$ cat config.mk
export PLATFORM = sky130hd
export DESIGN_NAME = ahbl_axi_wr_seq
export DESIGN_NICKNAME = d
export VERILOG_FILES = /design/src/rtl/ahbl_axi_wr_seq.sv
export SDC_FILE = /design/constraint.sdc
export NUM_CORES = 1
export LEC_CHECK = 0
export CORE_MARGIN = 2
export CORE_UTILIZATION = 31
export DETAILED_ROUTE_END_ITERATION = 16
export GPL_TIMING_DRIVEN = 0
export PLACE_DENSITY = 0.82
export SLEW_MARGIN = 20
export SYNTH_ARGS = -nofsm -noshare
export SYNTH_HDL_FRONTEND = slang
export SYNTH_SLANG_ARGS = --single-unit
export TNS_END_PERCENT = 10
$ cat constraint.sdc
create_clock -name HCLK -period 2 [get_ports HCLK]
set_clock_uncertainty 0.1 [all_clocks]
set_input_delay 0.3 -clock HCLK [delete_from_list [all_inputs] [get_ports HCLK]]
set_output_delay 0.3 -clock HCLK [all_outputs]
set_load 0.02 [all_outputs]
$ cat src/rtl/ahbl_axi_wr_seq.sv
// ahbl_axi_wr_seq: sequences one AXI INCR write burst (AW, W beats, B) per command.
// Define AHBL2AXI_WR_OVERLAP_EN to let W beats flow while AW is still pending;
// by default W waits for the AW handshake.
module ahbl_axi_wr_seq #(
    parameter int AWIDTH = 32,
    parameter int DWIDTH = 64
) (
    input  logic                HCLK,
    input  logic                HRESETN,
    input  logic                CMD_VALID,
    output logic                CMD_READY,
    input  logic [AWIDTH-1:0]   CMD_ADDR,
    input  logic [3:0]          CMD_LEN,
    input  logic [2:0]          CMD_SIZE,
    input  logic                WBUF_EMPTY,
    input  logic [DWIDTH-1:0]   WBUF_DATA,
    input  logic [DWIDTH/8-1:0] WBUF_STRB,
    output logic                WBUF_POP,
    output logic                AWVALID,
    input  logic                AWREADY,
    output logic [AWIDTH-1:0]   AWADDR,
    output logic [3:0]          AWLEN,
    output logic [2:0]          AWSIZE,
    output logic [1:0]          AWBURST,
    output logic                WVALID,
    input  logic                WREADY,
    output logic [DWIDTH-1:0]   WDATA,
    output logic [DWIDTH/8-1:0] WSTRB,
    output logic                WLAST,
    input  logic                BVALID,
    input  logic [1:0]          BRESP,
    output logic                BREADY,
    output logic                WR_DONE,
    output logic                WR_ERR
);
    localparam logic [1:0] S_IDLE = 2'd0;
    localparam logic [1:0] S_ADDR = 2'd1;
    localparam logic [1:0] S_DATA = 2'd2;
    localparam logic [1:0] S_RESP = 2'd3;

    logic [1:0]        state_q, state_d;
    logic [AWIDTH-1:0] addr_q, addr_d;
    logic [3:0]        len_q, len_d;
    logic [3:0]        cnt_q, cnt_d;
    logic [2:0]        size_q, size_d;
    logic              wr_done_q, wr_done_d;
    logic              wr_err_q, wr_err_d;
    logic              w_phase, w_hs, last_hs, cmd_hs;
    logic              unused_bresp;
`ifdef AHBL2AXI_WR_OVERLAP_EN
    logic              w_done_q, w_done_d;
`endif

    assign unused_bresp = BRESP[0];

    // Output decode: handshakes and AXI fields from state and registered command
    always_comb begin
`ifdef AHBL2AXI_WR_OVERLAP_EN
        w_phase   = (state_q == S_DATA) | ((state_q == S_ADDR) & ~w_done_q);
`else
        w_phase   = state_q == S_DATA;
`endif
        CMD_READY = (state_q == S_IDLE) & ~wr_done_q;
        AWVALID   = state_q == S_ADDR;
        AWADDR    = addr_q;
        AWLEN     = len_q;
        AWSIZE    = size_q;
        AWBURST   = 2'b01;
        WVALID    = w_phase & ~WBUF_EMPTY;
        WDATA     = WBUF_DATA;
        WSTRB     = WBUF_STRB;
        WLAST     = w_phase & (cnt_q == len_q);
        WBUF_POP  = WVALID & WREADY;
        BREADY    = state_q == S_RESP;
        WR_DONE   = wr_done_q;
        WR_ERR    = wr_err_q;
        w_hs      = WVALID & WREADY;
        last_hs   = w_hs & WLAST;
        cmd_hs    = CMD_VALID & CMD_READY;
    end

    // Next state: command capture, beat counting (stops at LEN), response completion
    always_comb begin
        state_d   = state_q;
        addr_d    = addr_q;
        len_d     = len_q;
        size_d    = size_q;
        cnt_d     = (w_hs & ~WLAST) ? cnt_q + 4'd1 : cnt_q;
        wr_done_d = 1'b0;
        wr_err_d  = 1'b0;
`ifdef AHBL2AXI_WR_OVERLAP_EN
        w_done_d  = w_done_q;
`endif
        case (state_q)
            S_IDLE: if (cmd_hs) begin
                state_d  = S_ADDR;
                addr_d   = CMD_ADDR;
                len_d    = CMD_LEN;
                size_d   = CMD_SIZE;
                cnt_d    = 4'd0;
`ifdef AHBL2AXI_WR_OVERLAP_EN
                w_done_d = 1'b0;
`endif
            end
`ifdef AHBL2AXI_WR_OVERLAP_EN
            S_ADDR: begin
                if (last_hs) w_done_d = 1'b1;
                if (AWREADY) state_d = (w_done_q | last_hs) ? S_RESP : S_DATA;
            end
`else
            S_ADDR: if (AWREADY) state_d = S_DATA;
`endif
            S_DATA: if (last_hs) state_d = S_RESP;
            default: if (BVALID) begin
                state_d   = S_IDLE;
                wr_done_d = 1'b1;
                wr_err_d  = BRESP[1];
            end
        endcase
    end

    // State registers; async reset returns to IDLE with cleared fields
    always_ff @(posedge HCLK or negedge HRESETN) begin
        if (!HRESETN) begin
            state_q   <= S_IDLE;
            addr_q    <= '0;
            len_q     <= '0;
            size_q    <= '0;
            cnt_q     <= '0;
            wr_done_q <= 1'b0;
            wr_err_q  <= 1'b0;
`ifdef AHBL2AXI_WR_OVERLAP_EN
            w_done_q  <= 1'b0;
`endif
        end else begin
            state_q   <= state_d;
            addr_q    <= addr_d;
            len_q     <= len_d;
            size_q    <= size_d;
            cnt_q     <= cnt_d;
            wr_done_q <= wr_done_d;
            wr_err_q  <= wr_err_d;
`ifdef AHBL2AXI_WR_OVERLAP_EN
            w_done_q  <= w_done_d;
`endif
        end
    end
endmodule

After elaboration in Yosys (flattened, before gate mapping)
Cells that the tools add are included.
Widths: inputs -> output; s select.
- register bits after elaboration: 47
- word-level logic and storage cells: 42
- bits of input ports: 120
- output and inout port bits: 121
- add/sub/neg operators: 1
- equality and inequality tests: 7
- bitwise logic cells: 10
- muxes and demuxes: 12
- reductions and logical operators: 5
- operators with widths (operator ; count):
    $mux 4 ; 3
    $mux 2 ; 4
    $and 1x1->1 ; 7
    $pmux 2 s3 ; 1
    $add 4x1->4 const B ; 1
    $eq 2x2->1 const B ; 2
    $eq 4x4->1 ; 1
    $mux 1 ; 4
    $ne 2x1->1 const B ; 2
    $reduce_and 4->1 ; 1
    $reduce_bool 4->1 ; 1
    $not 1->1 ; 3
    $reduce_or 3->1 ; 1
    $eq 2x1->1 const B ; 1
    $logic_not 2->1 ; 1
    $ne 2x2->1 const B ; 1
    $reduce_and 2->1 ; 1

Depth between registers and ports, before layout
- word-level depth: 7
- depth in mapped cells: 7
- depth with buffers taken out: 6

Least setup slack after synthesis
OpenSTA, ideal clock, no wires.
- path type: register to register
- start: reg state_q[1]
- end: reg state_q[1]
- cell stages (with the launch flop): 6
- data required time: 1775 ps
- library setup time: 125 ps
- data arrival time: 1606 ps
- clock period less this slack: 1831 ps
- slack: 169 ps
- cells stage by stage: dfrtp_1 -> inv_1 -> ha_1 -> or4_1 -> o2111ai_2 -> mux2_4
- RTL lines (what ; RTL line ; source):
    start, declared ; 41 ; logic [1:0] state_q, state_d;
    start signal, assigned ; 136 ; state_q <= state_d;
    $eq 2x1->1 (*) ; n/a ;
    via AWVALID ; 19 ; output logic AWVALID,
    $ne 2x1->1 (no source line) or $reduce_bool 4->1 (tied branches) ; n/a ;
    $reduce_and 4->1 (no source line) ; n/a ;
Mark *: on every way through the listed nets, which the timed path passes. The rest lies on a longest branch.
A chain may end at the register's enable or synchronous reset.

Final worst setup path
- start: reg state_q[0]
- end: out WBUF_POP
- cells in the longest elaborated chain, start to end: 3
- RTL lines (what ; RTL line ; source):
    $eq 2x2->1 ; 61 ; w_phase = state_q == S_DATA;
    $and 1x1->1 ; 69 ; WVALID = w_phase & ~WBUF_EMPTY;
    $and 1x1->1 ; 73 ; WBUF_POP = WVALID & WREADY;
    end, declared ; 18 ; output logic WBUF_POP,
No other way between the ends.

==> impl_metrics.py <==
metrics = {
    "run_status": {
        "status": "complete, no violations",
    },
    "global_route": {
        "grtUsageMet3_pct": 3.91,
        "grt_usage_pct": 13.6,
        "antenna_found_initial": 0,
        "grtUsageMet2_pct": 24.9,
        "grtUsageMet1_pct": 14.6,
        "grt_start_max_net_pins": 48,
        "overflow": 0,
        "grt_pass1_wl_mm": 9.56,
        "grt.busiest_layer": "met2",
        "grt_pass1_vias": 2059,
    },
    "worst_setup_path": {
        "crit_type": "flop to output port",
        "slowest_stage": "dfrtp_1",
        "cpPeakStageDelay_ns": 0.43,
        "critPathCaptureType": "output port",
        "start_kind": "flop",
        "cp.arrival_ns": 1.56,
        "worstRegToRegCells": 5,
        "crit_path_max_fanout": 5,
        "crit_chain": "inv_1 -> ha_2 -> and3b_2 -> clkdlybuf4s15_2",
        "cp_data_required_time_ns": 1.60,
    },
    "route": {
        "wl_per_cell_um": 13.6,
        "ant_nets": 0,
        "firstDrtPassIters": 4,
        "vias_per_cell": 4.22,
        "finalWirelength_mm": 6.74,
        "drt_iter0_drc": 23,
        "vias": 2096,
        "drc": 0,
    },
    "finish": {
        "drive_gt1_share_pct": 36.7,
        "final_util_pct": 56.0,
        "area_growth_pct": 77.7,
        "nets": 516,
        "register_area_um2": 1180,
        "n_antenna_cell": 0,
        "multiInputGateArea_um2": 787,
        "nFillCells": 688,
    },
    "timing": {
        "hold_viol_final": 0,
        "tightestPinTransition_ns": 0.623,
        "final.min_clock_period_ns": 1.96,
        "worst_slack_ns": 0.0390,
        "fmax_mhz": 510,
        "tns_ns": 0,
        "slew_headroom_pct": 58.5,
        "period_share_pct": 98.0,
        "drv_slew": 0,
        "rsz0062_at_grt": "true",
        "finalSetupViolCount": 0,
    },
    "placement": {
        "dp_slack_ns": -0.213,
        "port_buffers": 165,
        "dpl.hpwl_mm": 5.35,
        "routabilityCongestion": 0.793,
    },
    "job": {
        "cap_violations": 0,
    },
    "logic_synthesis": {
        "synth_fp_nets": 336,
        "synth_edf_count": 0,
        "synth_seq_cells": 47,
        "postSynthCellCount": 211,
        "synth_area_per_cell_um2": 12.1,
        "yosys-top-cells-count": "buf_4 (74), dfrtp_1 (47), mux2_2 (39), ha_1 (5), inv_1 (5)",
        "synth_area_leaders": "dfrtp_1 (46%), buf_4 (22%), mux2_2 (17%)",
        "synth_warnings": 0,
        "yosysSeqAreaShare_pct": 46.1,
        "synth_most_common_cell": "buf_4",
        "synth_top_area_cell": "dfrtp_1",
        "syn-cell-area_um2": 2550,
        "yosysTopAreaCellShare_pct": 46.1,
        "postSynth.asyncResetShare_pct": 100,
        "synth_cell_types": 34,
        "synth_top_flop_cell": "dfrtp_1",
    },
    "worst_hold_path": {
        "min_path_type": "flop to flop",
        "worstHoldPathCells": 1,
    },
    "power": {
        "p_leak_nw": 2.04,
        "powerDensity_nw_per_um2": 1240,
        "ir_worst_vdd_mv": 0.568,
    },
    "floorplan": {
        "die_h_um": 94.7,
        "die_x_um": 94.7,
        "die_area_um2": 8960,
        "row_count": 33,
        "core_um2": 8090,
        "ios": 241,
        "initial_core_util_pct": 31.5,
    },
    "cts": {
        "cts_htree_levels": 2,
        "cts.path.max_buffers": 2,
        "worstSkewPairLatency_ns": 0.29,
        "cts_tree": "done",
        "clockRootBuffer": "clkbuf_8",
        "clk_pin_slew_ns": 0.09,
        "numCtsBuffers": 5,
        "cts_num_sinks": 47,
    },
}
cell usage in the layout (no fill, tap or decap), types with 2 or more instances in the layout:
master / count
a21oi_1: 2
clkbuf_8: 5
ha_2: 2
o21ai_0: 2
buf_4: 83
bufinv_16: 2
dfrtp_1: 47
ha_1: 3
inv_1: 5
mux2_2: 39
clkdlybuf4s50_1: 158
nand2_1: 3
buf_2: 5
clkdlybuf4s15_2: 2
xor2_1: 4
conb_1: 2
per-stage QoR:
stage	area, µm²	std cells	hold slack [ns]	power [mW]
final	4530	497	0.406	5.63
after global placement	4330	481	0.388	4.70
after floorplan	2550	211	-0.0956	3.38
after detailed placement	4330	481	0.260	4.79
after global routing	4530	497	0.420	5.94
after CTS	4500	494	0.411	5.66
flip-flops by register name, indices dropped and copies added (netlist names):
register  cells
AWADDR       32
AWLEN         4
AWSIZE        3
WR_DONE       1
WR_ERR        1
cnt_q         4
state_q       2
critical path, delay by kind of cell, from the launching register on:
| kind | cells | cell delay, ns |
|---|---|---|
| buffers and inverters | 2 | 0.38 |
| adders and majority gates | 1 | 0.21 |
| and+or+nand+nor | 1 | 0.24 |
| DFF | 1 | 0.43 |
cell families (layout without fill, tap and decap cells):
| group | after synthesis | after routing | share of synthesized area, % |
|---|---|---|---|
| AOI/OAI and AO/OA | 11 | 11 | 3.34 |
| and+or+nand+nor | 18 | 18 | 4.91 |
| buffers and inverters | 83 | 264 | 23.3 |
| other | 2 | 2 | 0.295 |
| xor gates and xnor gates | 5 | 5 | 1.72 |
| DFF | 47 | 47 | 46.1 |
| muxes | 40 | 40 | 17.8 |
| adders and majority gates | 5 | 5 | 2.45 |
metal layers:
| metal | up-vias | wire length, µm |
|---|---|---|
| li1 | 986 | - |
| met1 | 955 | 2270 |
| met2 | 142 | 3500 |
| met3 | 13 | 826 |
| met4 | 0 | 140 |
| met5 | - | 0 |
power by group:
part	internal, mW	switching (mW)
sequential	1.40	0.263
clock	0.500	0.320
combinational	1.71	1.43
total	3.61	2.02
area by class of cell:
cell class / instances / area share, %
timing repair buffer: 173 / 37.7
sequential: 47 / 26.0
multi-input combinational: 81 / 17.4
buffer: 78 / 12.7
tap: 105 / 2.90
clock buffer: 6 / 1.60
clock inverter: 2 / 1.33
inverter: 5 / 0.414
final timing paths:
kind | startpoint | to | slack, ns
worst max-delay path | state_q[0] | WBUF_POP | 0.04
worst min-delay path | AWADDR[21] | AWADDR[21] | 0.41
worst max register to register | state_q[0] | state_q[1] | 0.08
worst min register to register | AWADDR[21] | AWADDR[21] | 0.41
max in group asynchronous | HRESETN | AWADDR[24] | 0.89
min in group asynchronous | HRESETN | AWSIZE[1] | 0.47
repair_timing:
action | 4_1_cts | 5_1_grt
gates resized for setup | 16 | 5
hold buffers | 1 | 0
pin swaps | 2 | 1
buffers inserted | 4 | 3
setup endpoints to repair | 40 | 6
hold endpoints to repair | 47 | 0
Power figures use the tool's default switching activity.
